===== src/rtl/simple_bus_arbiter_if.sv =====
// -----------------------------------------------------------------------------
// simple_bus_arbiter_if
//
// Bundles the request side (N_REQ masters) and the simple_bus side of the
// round-robin arbiter into one interface.
//
//   Request side : req, req_mode, req_addr, req_wdata   (to arbiter)
//                  gnt, done, rdata, err                (from arbiter)
//   Bus side     : bus_start, bus_mode, bus_addr,
//                  bus_wdata                            (from arbiter)
//                  bus_rdy, bus_rdata                   (to arbiter)
//
// Modports:
//   master - the arbiter itself; it masters the shared simple_bus.
//   slave  - the environment: the requesting masters plus the bus slave.
//
// Packed request vectors hold one slice per requester; slice i belongs to
// requester i.
// -----------------------------------------------------------------------------
interface simple_bus_arbiter_if #(
  parameter int N_REQ      = 4,
  parameter int ADDR_WIDTH = 8,
  parameter int DATA_WIDTH = 16
);

  logic [N_REQ-1:0]            req;
  logic [2*N_REQ-1:0]          req_mode;
  logic [ADDR_WIDTH*N_REQ-1:0] req_addr;
  logic [DATA_WIDTH*N_REQ-1:0] req_wdata;
  logic [N_REQ-1:0]            gnt;
  logic [N_REQ-1:0]            done;
  logic [DATA_WIDTH-1:0]       rdata;
  logic                        err;

  logic                        bus_start;
  logic [1:0]                  bus_mode;
  logic [ADDR_WIDTH-1:0]       bus_addr;
  logic [DATA_WIDTH-1:0]       bus_wdata;
  logic                        bus_rdy;
  logic [DATA_WIDTH-1:0]       bus_rdata;

  modport master (
    input  req, req_mode, req_addr, req_wdata, bus_rdy, bus_rdata,
    output gnt, done, rdata, err, bus_start, bus_mode, bus_addr, bus_wdata
  );

  modport slave (
    output req, req_mode, req_addr, req_wdata, bus_rdy, bus_rdata,
    input  gnt, done, rdata, err, bus_start, bus_mode, bus_addr, bus_wdata
  );

endinterface


===== src/rtl/simple_bus_arbiter.sv =====
// -----------------------------------------------------------------------------
// simple_bus_arbiter
//
// Round-robin arbiter and transaction sequencer sharing one simple_bus between
// N_REQ masters. In IDLE it picks the first requester at or after last+1
// (wrapping), grants it, latches its mode/address/write data, issues a
// one-cycle bus_start, waits for bus_rdy, then returns the read data with a
// one-cycle done pulse to the owner.
//
// Ports:
//   clk     - single clock, rising edge
//   reset   - synchronous, active-high
//   bus_if  - simple_bus_arbiter_if.master (request side + bus side)
//
// Parameters: N_REQ (2..8), ADDR_WIDTH, DATA_WIDTH, TIMEOUT.
//
// Optional feature, macro SIMPLE_BUS_ARB_TIMEOUT_EN:
//   defined   - a WAIT cycle counter aborts the transaction after TIMEOUT
//               WAIT cycles without bus_rdy, completing with err=1, rdata=0.
//               bus_rdy in the final counted cycle still completes normally.
//   undefined - WAIT lasts until bus_rdy; err is constant 0.
//
// Cycle timing, request first sampled at edge 0:
//   edge 0 IDLE->GRANT (gnt up), edge 1 GRANT->START (bus_* latched),
//   edge 2 START->WAIT (bus_start up for one cycle), edge 3+ WAIT samples
//   bus_rdy (done up), next edge DONE->IDLE (gnt and done down).
// -----------------------------------------------------------------------------
module simple_bus_arbiter #(
  parameter int N_REQ      = 4,
  parameter int ADDR_WIDTH = 8,
  parameter int DATA_WIDTH = 16,
  parameter int TIMEOUT    = 15
) (
  input  logic                  clk,
  input  logic                  reset,
  simple_bus_arbiter_if.master  bus_if
);

  localparam int IDX_W = $clog2(N_REQ);

  // Elaboration-time guard on the supported parameter range.
  if (N_REQ < 2 || N_REQ > 8 || TIMEOUT < 1) begin : g_param_check
    $error("simple_bus_arbiter: N_REQ must be 2..8 and TIMEOUT at least 1");
  end

  typedef enum logic [2:0] {
    S_IDLE,
    S_GRANT,
    S_START,
    S_WAIT,
    S_DONE
  } state_e;

  state_e                  state_q;
  logic [IDX_W-1:0]        last_q;
  logic [IDX_W-1:0]        win_q;
  logic [N_REQ-1:0]        gnt_q;
  logic [N_REQ-1:0]        done_q;
  logic                    bus_start_q;
  logic [1:0]              bus_mode_q;
  logic [ADDR_WIDTH-1:0]   bus_addr_q;
  logic [DATA_WIDTH-1:0]   bus_wdata_q;
  logic [DATA_WIDTH-1:0]   rdata_q;

`ifdef SIMPLE_BUS_ARB_TIMEOUT_EN
  localparam int CNT_W = $clog2(TIMEOUT + 1);
  logic [CNT_W-1:0]        wait_cnt_q;
  logic                    err_q;
`endif

  // ---------------------------------------------------------------------------
  // Round-robin pick: the first set req bit searching upward from last_q+1,
  // wrapping. The loop walks offsets from farthest to nearest so the nearest
  // set bit is the last one written and therefore wins.
  // ---------------------------------------------------------------------------
  logic             arb_found;
  logic [IDX_W-1:0] arb_idx;

  always_comb begin
    // NOTE: every output of a combinational block gets a default before any
    // conditional assignment; otherwise synthesis infers a latch.
    arb_found = 1'b0;
    arb_idx   = '0;
    for (int k = N_REQ; k >= 1; k--) begin
      if (bus_if.req[(int'(last_q) + k) % N_REQ]) begin
        arb_found = 1'b1;
        arb_idx   = IDX_W'((int'(last_q) + k) % N_REQ);
      end
    end
  end

  // ---------------------------------------------------------------------------
  // Sequencer FSM. All outputs are registered here.
  // ---------------------------------------------------------------------------
  // NOTE: state registers use non-blocking assignments so every flop samples
  // the pre-edge values; blocking assignments here would create ordering races.
  always_ff @(posedge clk) begin
    if (reset) begin
      state_q     <= S_IDLE;
      last_q      <= IDX_W'(N_REQ - 1);  // requester 0 wins first after reset
      win_q       <= '0;
      gnt_q       <= '0;
      done_q      <= '0;
      bus_start_q <= 1'b0;
      bus_mode_q  <= '0;
      bus_addr_q  <= '0;
      bus_wdata_q <= '0;
      rdata_q     <= '0;
`ifdef SIMPLE_BUS_ARB_TIMEOUT_EN
      wait_cnt_q  <= '0;
      err_q       <= 1'b0;
`endif
    end else begin
      // Pulse outputs default low; only their owning state raises them.
      bus_start_q <= 1'b0;
      done_q      <= '0;

      case (state_q)
        S_IDLE: begin
          if (arb_found) begin
            win_q          <= arb_idx;
            gnt_q          <= '0;
            gnt_q[arb_idx] <= 1'b1;
            state_q        <= S_GRANT;
          end
        end

        S_GRANT: begin
          bus_mode_q  <= bus_if.req_mode[2*win_q +: 2];
          bus_addr_q  <= bus_if.req_addr[win_q*ADDR_WIDTH +: ADDR_WIDTH];
          bus_wdata_q <= bus_if.req_wdata[win_q*DATA_WIDTH +: DATA_WIDTH];
          state_q     <= S_START;
        end

        // bus_rdy is deliberately not looked at here; the strobe issued on
        // this edge is visible during the first WAIT cycle.
        S_START: begin
          bus_start_q <= 1'b1;
`ifdef SIMPLE_BUS_ARB_TIMEOUT_EN
          wait_cnt_q  <= '0;
`endif
          state_q     <= S_WAIT;
        end

        S_WAIT: begin
          if (bus_if.bus_rdy) begin
            rdata_q <= bus_if.bus_rdata;
`ifdef SIMPLE_BUS_ARB_TIMEOUT_EN
            err_q   <= 1'b0;
`endif
            done_q  <= gnt_q;
            state_q <= S_DONE;
          end
`ifdef SIMPLE_BUS_ARB_TIMEOUT_EN
          // The counter holds the number of WAIT cycles already elapsed, so
          // TIMEOUT-1 marks the final allowed cycle; rdy above takes priority.
          else if (wait_cnt_q == CNT_W'(TIMEOUT - 1)) begin
            rdata_q <= '0;
            err_q   <= 1'b1;
            done_q  <= gnt_q;
            state_q <= S_DONE;
          end else begin
            wait_cnt_q <= wait_cnt_q + 1'b1;
          end
`endif
        end

        S_DONE: begin
          last_q  <= win_q;
          gnt_q   <= '0;
          state_q <= S_IDLE;
        end

        default: state_q <= S_IDLE;
      endcase
    end
  end

  assign bus_if.gnt       = gnt_q;
  assign bus_if.done      = done_q;
  assign bus_if.rdata     = rdata_q;
  assign bus_if.bus_start = bus_start_q;
  assign bus_if.bus_mode  = bus_mode_q;
  assign bus_if.bus_addr  = bus_addr_q;
  assign bus_if.bus_wdata = bus_wdata_q;
`ifdef SIMPLE_BUS_ARB_TIMEOUT_EN
  assign bus_if.err       = err_q;
`else
  assign bus_if.err       = 1'b0;
`endif

endmodule


===== src/flat_wrapper.sv =====
// flat-port wrapper written by rule: the top's interface ports become plain ports
module simple_bus_arbiter_flat 
#(
  parameter int N_REQ      = 4,
  parameter int ADDR_WIDTH = 8,
  parameter int DATA_WIDTH = 16,
  parameter int TIMEOUT    = 15
)
  (clk, reset, bus_if_req, bus_if_req_mode, bus_if_req_addr, bus_if_req_wdata, bus_if_bus_rdy, bus_if_bus_rdata, bus_if_gnt, bus_if_done, bus_if_rdata, bus_if_err, bus_if_bus_start, bus_if_bus_mode, bus_if_bus_addr, bus_if_bus_wdata);
  simple_bus_arbiter_if #(.N_REQ(N_REQ), .ADDR_WIDTH(ADDR_WIDTH), .DATA_WIDTH(DATA_WIDTH)) bus_if_i ();
  input  logic clk;
  input  logic reset;
  input wire logic [$bits(bus_if_i.req)-1:0] bus_if_req;
  input wire logic [$bits(bus_if_i.req_mode)-1:0] bus_if_req_mode;
  input wire logic [$bits(bus_if_i.req_addr)-1:0] bus_if_req_addr;
  input wire logic [$bits(bus_if_i.req_wdata)-1:0] bus_if_req_wdata;
  input wire logic [$bits(bus_if_i.bus_rdy)-1:0] bus_if_bus_rdy;
  input wire logic [$bits(bus_if_i.bus_rdata)-1:0] bus_if_bus_rdata;
  output wire logic [$bits(bus_if_i.gnt)-1:0] bus_if_gnt;
  output wire logic [$bits(bus_if_i.done)-1:0] bus_if_done;
  output wire logic [$bits(bus_if_i.rdata)-1:0] bus_if_rdata;
  output wire logic [$bits(bus_if_i.err)-1:0] bus_if_err;
  output wire logic [$bits(bus_if_i.bus_start)-1:0] bus_if_bus_start;
  output wire logic [$bits(bus_if_i.bus_mode)-1:0] bus_if_bus_mode;
  output wire logic [$bits(bus_if_i.bus_addr)-1:0] bus_if_bus_addr;
  output wire logic [$bits(bus_if_i.bus_wdata)-1:0] bus_if_bus_wdata;
  assign bus_if_i.req = bus_if_req;
  assign bus_if_i.req_mode = bus_if_req_mode;
  assign bus_if_i.req_addr = bus_if_req_addr;
  assign bus_if_i.req_wdata = bus_if_req_wdata;
  assign bus_if_i.bus_rdy = bus_if_bus_rdy;
  assign bus_if_i.bus_rdata = bus_if_bus_rdata;
  assign bus_if_gnt = bus_if_i.gnt;
  assign bus_if_done = bus_if_i.done;
  assign bus_if_rdata = bus_if_i.rdata;
  assign bus_if_err = bus_if_i.err;
  assign bus_if_bus_start = bus_if_i.bus_start;
  assign bus_if_bus_mode = bus_if_i.bus_mode;
  assign bus_if_bus_addr = bus_if_i.bus_addr;
  assign bus_if_bus_wdata = bus_if_i.bus_wdata;
  simple_bus_arbiter #(.N_REQ(N_REQ), .ADDR_WIDTH(ADDR_WIDTH), .DATA_WIDTH(DATA_WIDTH), .TIMEOUT(TIMEOUT)) u_core (.clk(clk), .reset(reset), .bus_if(bus_if_i));
endmodule

===== config.mk =====
export PLATFORM = sky130hd
export DESIGN_NAME = simple_bus_arbiter_flat
export DESIGN_NICKNAME = d
export VERILOG_FILES = /design/src/rtl/simple_bus_arbiter_if.sv /design/src/rtl/simple_bus_arbiter.sv /design/src/flat_wrapper.sv
export SDC_FILE = /design/constraint.sdc
export NUM_CORES = 1
export LEC_CHECK = 0
export CORE_ASPECT_RATIO = 1.25
export CORE_MARGIN = 1.5
export CORE_UTILIZATION = 30
export CTS_BUF_LIST = sky130_fd_sc_hd__clkbuf_4 sky130_fd_sc_hd__clkbuf_8
export CTS_CLUSTER_SIZE = 8
export DETAILED_ROUTE_END_ITERATION = 16
export PLACE_DENSITY = 0.74
export SLEW_MARGIN = 20
export SYNTH_ARGS = -nofsm -noshare
export SYNTH_HDL_FRONTEND = slang
export SYNTH_SLANG_ARGS = --single-unit

===== constraint.sdc =====
create_clock -name clk -period 1.8 [get_ports clk]
set_input_delay 0.54 -clock clk [delete_from_list [all_inputs] [get_ports clk]]
set_output_delay 0.54 -clock clk [all_outputs]
set_load 0.01 [all_outputs]

==> results of run 1 <==
[cells in the mapped netlist]
library cell | number | area share
buf_6 | 3 | 0.012
nand4_1 | 1 | 0.0022
mux4_2 | 26 | 0.21
o211ai_1 | 1 | 0.0027
and3_1 | 4 | 0.0089
nand4b_1 | 1 | 0.0031
nor2b_1 | 1 | 0.0022
a21o_1 | 1 | 0.0027
nor3_1 | 1 | 0.0018
a22o_1 | 2 | 0.0062
clkbuf_1 | 9 | 0.012
or3b_1 | 1 | 0.0031
o21a_1 | 2 | 0.0053
nor2_1 | 6 | 0.0080
o22a_1 | 1 | 0.0031
nand2_1 | 87 | 0.12
a21boi_0 | 1 | 0.0027
buf_2 | 8 | 0.014
a311oi_1 | 1 | 0.0031
conb_1 | 1 | 0.0013
nand3b_1 | 2 | 0.0053
nor4_2 | 1 | 0.0045
nor4_1 | 1 | 0.0022
inv_1 | 4 | 0.0053
nor4_4 | 1 | 0.0076
dfxtp_1 | 58 | 0.41
a21oi_1 | 45 | 0.080
buf_4 | 5 | 0.013
nor3b_2 | 1 | 0.0045
o21ai_0 | 3 | 0.0053
a211oi_1 | 1 | 0.0027
a31o_2 | 1 | 0.0031
a31oi_1 | 1 | 0.0022
mux2_2 | 1 | 0.0040
and4b_1 | 2 | 0.0071
nand2b_1 | 3 | 0.0067
o2bb2ai_1 | 1 | 0.0031
or3_1 | 1 | 0.0022
mux2i_1 | 2 | 0.0071
[routing by layer]
layer	up-vias	wire length, um	global-route usage
li1	1392	-	-
met1	1335	3440	0.195
met2	135	4550	0.318
met3	11	623	0.0410
met4	0	147	0.0800
met5	-	0	0
[metrics by stage]
stage | setup TNS, ps | cells | cell area, um^2 | total power, mW | hold WS [ps]
3_5_place_dp | -1500 | 583 | 4750 | 2.38 | 446
4_1_cts | 0 | 599 | 4940 | 3.62 | 454
3_3_place_gp | -1020 | 583 | 4750 | 2.36 | 442
5_1_grt | -25.2 | 601 | 5000 | 3.74 | 475
6_report | 0 | 601 | 5000 | 3.56 | 452
2_1_floorplan | 0 | 292 | 2810 | 1.86 | 481
[power groups by stage]
stage | Sequential, mW | Clock [mW] | Combinational (mW)
2_1_floorplan | 1.45 | 0 | 0.407
3_3_place_gp | 1.44 | 0 | 0.919
3_5_place_dp | 1.44 | 0 | 0.934
4_1_cts | 1.41 | 1.29 | 0.920
5_1_grt | 1.42 | 1.33 | 0.989
6_report | 1.41 | 1.24 | 0.911
[sequential cells by signal (all words and copies together) (netlist names)]
name / flops
u_core.bus_if.done: 4
u_core.bus_if.bus_addr: 8
u_core.bus_if.rdata: 16
u_core.bus_if.gnt: 4
u_core.state_q: 3
u_core.bus_if.bus_wdata: 16
u_core.last_q: 2
u_core.win_q: 2
u_core.bus_if.bus_mode: 2
u_core.bus_if.bus_start: 1
[logic make-up (layout without fill, tap and decap cells)]
kind of cell    count (synthesis)  in the layout  share of synthesized area
other cells                     1              1                    0.00134
mux                            29             29                      0.220
compound gates                 61             61                      0.123
flops                          58             58                      0.414
simple gates                  114            114                      0.186
buf+inv                        29            215                     0.0570
[cell usage in the layout (no fill, tap or decap), types with 6 or more instances in the layout]
cell             netlist  routed
dlymetal6s2s_1         0      16
nand2_1               87      87
mux4_2                26      26
buf_4                  5      15
a21oi_1               45      45
nor2_1                 6       6
clkbuf_8               0      11
dfxtp_1               58      57
dlygate4sd2_1          0      13
clkdlybuf4s50_1        0     147
[area by class of cell]
cell class                 count  share of cell area
clock buffer                  12              0.0318
sequential                    58               0.233
clock inverter                 4              0.0100
timing repair buffer         195               0.393
inverter                       4             0.00301
multi-input combinational    205               0.299
tap                          123              0.0308
[path summary, 6_finish.rpt]
| check | slack (ps) | start | endpoint | cells past startpoint |
|---|---|---|---|---|
| min reg2reg | 450 | u_core.bus_if.bus_wdata[12] | u_core.bus_if.bus_wdata[12] | 2 |
| max | 30 | u_core.bus_if.bus_addr[1] | bus_if_bus_addr[1] | 1 |
| min | 450 | u_core.bus_if.bus_wdata[12] | u_core.bus_if.bus_wdata[12] | 2 |
| max reg2reg | 250 | u_core.state_q[0] | u_core.bus_if.gnt[2] | 4 |
[timing repair]
item	CTS	global route
endpoints found under the hold margin	0	0
setup endpoints to repair	13	18
setup buffers	0	3
pin swaps	0	1
resized for setup	13	16
==> reports/results.txt, run 1 <==
The logs give 2881 for the via count of the first global-routing pass and 31 for the largest net degree at the start of global routing. Wires add up to 8770 um. The layout net count is 600, and the detailed router's first-iteration violation count is 108. For the final design utilization, the log shows 0.548. After floorplanning, the core was divided into 39 placement rows. The worst setup path is of the reg -> out kind. The root buffer cell chosen for the clock tree is clkbuf_8. The tools report the last weighted congestion value of the routability-driven placer as 0.761.

The number of max-slew violations in the final report is 0, and the starting density of the core is 0.308. The master of the slowest instance on the critical path is clkdlybuf4s50_1. Clock tree synthesis found a total of 58 sinks. The remaining global-route overflow is 0, and the worst setup margin is 32.9 ps. Traced cell by cell, the critical path runs through clkdlybuf4s50_1. The width of the die works out to 89.5 um. The fraction of final layout cells with drive strength greater than 1 is 0.140. VDD sags by at most 0.298 mV. The die covers 9950 um^2. The overall fraction of global-route tracks in use is 0.179. The classification of the worst-slack hold path was reg -> reg. The via count normalized by instance count was 4.78. Along the worst path, the maximum fanout reaches 2.

0 antenna diodes ended up in the layout. The run gives 2873 as the routed via count. Fill cells in the final layout number 807. The tools report the number of buffers created by CTS as 9. Timing analysis after detailed placement gives a worst setup slack of -300 ps.

The first global-routing pass estimated 13400 um of wire. TritonCTS built the clock tree. Number of antenna violations at the first check in global routing: 0.

The final hold violation count was 0. For this design the ratio of total power to cell area is 713 nW/um^2. The pre-antenna-repair detailed-routing pass consisted of 4 iterations. The chip height was 111 um; the total DRC errors in the routed layout was 0. Period utilization: 0.982. For the worst-skew pair, the clock arrives at the later sink with an insertion delay of 330 ps. The tools report the buffer depth of the longest clock path as 2. The tools report the clock power share as 0.348.

The synthesized netlist contains 39 unique library cells. The minimum clock period after layout is 1770 ps. The kind of end point of the critical path is an output port.

The setup violation total in the final timing report came out at 0. Total buffers and inverters traversed by the critical path: 1. For this run, the number of Yosys warnings is 0. For the net switching power, the log shows 900 uW.

CTS built an H-tree with a depth of 3. The run finished with clean final reports. The count of mapped cells out of synthesis is 292, and the detailed-placement wirelength estimate is 6800 um. The number of buffer cells added on primary ports was 177; the number of nets with antenna violations after routing was 0. The internal portion of the total power is 2.66 mW.

The share of synthesized area occupied by flip-flops and latches was 0.414. For this design, the CTS-stage hold fixing added 0 buffers. The flip-flop and latch count after synthesis works out to 58. The largest single stage delay on the critical path is 540 ps. The mean routed wirelength per cell was 14.6 um. The tools report the post-synthesis net count as 419. The multi-input combinational cells in the finished layout cover a total of 1490 um^2. For the sequential share of power, the log shows 0.396. Clock-pin slew was measured on the worst setup and hold paths at 70 ps. Element type at the critical path start: a flop. The logs give 1260 ps for the required arrival time at the worst endpoint and 7.58 ps for the setup clock skew after layout. The total of max-cap violations was 0; the switching part of the total was 0.253. The cell family contributing the most delay on the critical path is buffers and inverters. The area inside the core boundary came out at 9130 um^2. Relative to the synthesized area, the layout overhead comes to 77.9%.

Summing all flip-flop and latch instances after layout gives 1160 um^2. Summing every instance area after synthesis gives 2810 um^2. A synthesized cell averages 9.62 um^2.

The number of top-level pins was 179; the maximum clock frequency was 566 MHz. The cell leakage power came out at 2.10 nW. For the worst setup path, the data arrival time is 1230 ps. The share of total power in combinational logic came out at 0.256.
No activity file was read; power rests on OpenSTA's default activity.
==> run 2, diff against run 1 <==
Settings changed: CAP_MARGIN set to 20, SLEW_MARGIN 20 to not set.
==> results of run 2 <==
Same layout as run 1: the final DEF is identical, and so are final timing and power.
==> run 3, diff against run 2 <==
Settings changed: CORE_MARGIN 1.5 to 5.
==> run 3 against run 2 <==
Sequential power is essentially flat. Flip-flop and latch count stayed put. Sequential share of layout area rose by 0.20 points. Setup slack gained 19 ps. First-iteration DRC count down 26%. Fmax is 1.1% higher. Total power down 5.9%. Register-to-register slack better by 50 ps. Highest routed layer unchanged.
==> reports/results.txt, run 3 (synthesis results as in run 1) <==
TritonCTS built the clock tree. The overall fraction of global-route tracks in use was 0.171. The detailed router used layers up to and including met4. After detailed routing, the wire length on met1 is 3250 um. The die is 96.5 um wide. At the end of routability-driven placement, the weighted congestion stood at 0.745. The required arrival time at the worst endpoint was 1260 ps; the critical path data arrival time was 1210 ps. The critical path in this run is classified as reg -> out. In this run the post-CTS setup repair buffer count came out at 0. Counting instances, the worst hold path has a depth of 2. The logs give 572 MHz for the maximum clock frequency and 2 for the buffer depth of the longest clock path. In this run the tool buffered the top-level ports with 177 buffer cells. The peak fanout along the critical path was 2; the starting density of the core was 0.308. On the critical path the largest part of the delay comes from buffers and inverters. The floorplan step defined a core boundary enclosing 9130 um^2. For this block, the routed nets add up to 9460 um of wire. After detailed placement, the total cell area comes to 4730 um^2.

Setup slack closes at 52.3 ps. After detailed routing, the met2 layer carries 5110 um of wire. The number of top-level pins was 179; the fraction of final layout cells with drive strength greater than 1 was 0.131.

The run gives 0 as the setup violation total in the final timing report. For the number of buffers created by CTS, the log shows 9. The detail route stage leaves a number of antenna-violating nets equal to 0.

The tool flagged a number of max-cap violations equal to 0. Once placement completed, the tool counted placed cells totaling 582. Setup slack on the worst reg-to-reg path comes out at 300 ps. In this run, the number of DRC markers left after iteration 0 of detailed routing was 80. The run gives 0 as the remaining global-route overflow. The worst hold path belongs to the class reg -> reg. The number of levels in the clock H-tree was 3; the mean routed wirelength per cell was 15.9 um. The routed via count was 2826. The master of the slowest instance on the critical path is clkdlybuf4s50_1. Across the routed clock network, the largest skew measured is 8.86 ps.

The logs give 0 for the number of antenna violations at the first check in global routing and 4950 um^2 for the final standard cell area without fillers. STA classifies the critical path startpoint as a flop. The via count of the first global-routing pass is 3097, and the cell leakage power is 2.30 nW. The period utilization was 0.971. Setup repair after global routing could not meet its margin everywhere. The critical path goes through clkdlybuf4s50_1. The setup total negative slack is 0 ps, and the clock latency on the worst-skew pair is 330 ps.

For the number of antenna repair diodes, the log shows 0. The tools report the full die area as 11400 um^2. The minimum clock period after layout works out to 1750 ps. The total buffers and inverters traversed by the critical path is 1. Leaving out fill and tap cells, the most frequent cell in the layout is clkdlybuf4s50_1. The final non-filler cell total came out at 596. The number of cells on the worst reg-to-reg path is 4. OpenSTA, run right after detailed placement, puts the worst setup slack at -313 ps. The net count of the finished layout is 597.

Measured along the y axis, the die boundary spans 118 um. The wire length of the first global-routing pass came out at 14800 um. STA classifies the critical path endpoint as an output port. Clock-pin slew was measured on the worst setup and hold paths at 60 ps.

The flow ran to the end, and the final reports show no timing, DRC or antenna violations. The run gives 0.277 mV as the maximum vdd drop. The power density over the cells is 677 nW/um^2. The final hold violation count came out at 0. On the worst path, the slowest cell contributes a delay of 540 ps. The tools report the root buffer selected by CTS as clkbuf_8. The initialized floorplan defines 39 standard-cell rows.

The detailed-routed wire length on met3 was 929 um; the detailed-router iteration count before antenna repair was 6. The tools report the total DRC errors in the routed layout as 0. The detailed-placement wirelength estimate was 7490 um. The via count normalized by instance count works out to 4.74. The growth of design area from synthesis to finish came out at 76.4%. The number of sinks on the clock net was 58; the number of cells on the critical path was 1.

Number of max-slew violations in the final report: 0. The top cell types in the final layout, fill and taps aside, are clkdlybuf4s50_1, nand2_1, dfxtp_1, a21oi_1, dlymetal6s2s_1. Entering global routing, the biggest net connects 50 pins.
## run 3: layout make-up
type                       instances  area, um^2
timing repair buffer             192        1970
fill                             849        4170
multi-input combinational        205        1490
clock buffer                      14         168
inverter                           4        15.0
tap                              123         154
sequential                        58        1160
## run 3: final timing paths
check / endpoint / startpoint
max: bus_if_rdata[0] / u_core.bus_if.rdata[0]
min: u_core.bus_if.rdata[5] / u_core.bus_if.rdata[5]
max reg2reg: u_core.bus_if.gnt[3] / u_core.state_q[0]
min reg2reg: u_core.bus_if.rdata[5] / u_core.bus_if.rdata[5]
## run 3: per-layer routing
| layer | global-route usage | vias to the layer above |
|---|---|---|
| li1 | - | 1383 |
| met1 | 0.165 | 1292 |
| met2 | 0.313 | 139 |
| met3 | 0.0642 | 12 |
| met4 | 0.0754 | 0 |
| met5 | 0 | - |
## run 3: what timing repair did
item | CTS | global route
gates resized for setup | 15 | 28
setup endpoints to repair | 15 | 30
pin swaps | 0 | 1
hold buffers | 0 | 0
## run 3: power by group
part           switching (mW)  internal [mW]
Clock                   0.461          0.584
Sequential             0.0503           1.36
Combinational           0.339          0.556
## run 3: per-stage QoR
step | hold WS, ps | util | power [mW]
floorplan | 481 | - | 1.86
global placement | 443 | 0.519 | 2.35
detailed placement | 447 | 0.519 | 2.38
CTS | 455 | 0.535 | 3.42
global route | 471 | 0.543 | 3.56
finish | 449 | 0.543 | 3.35
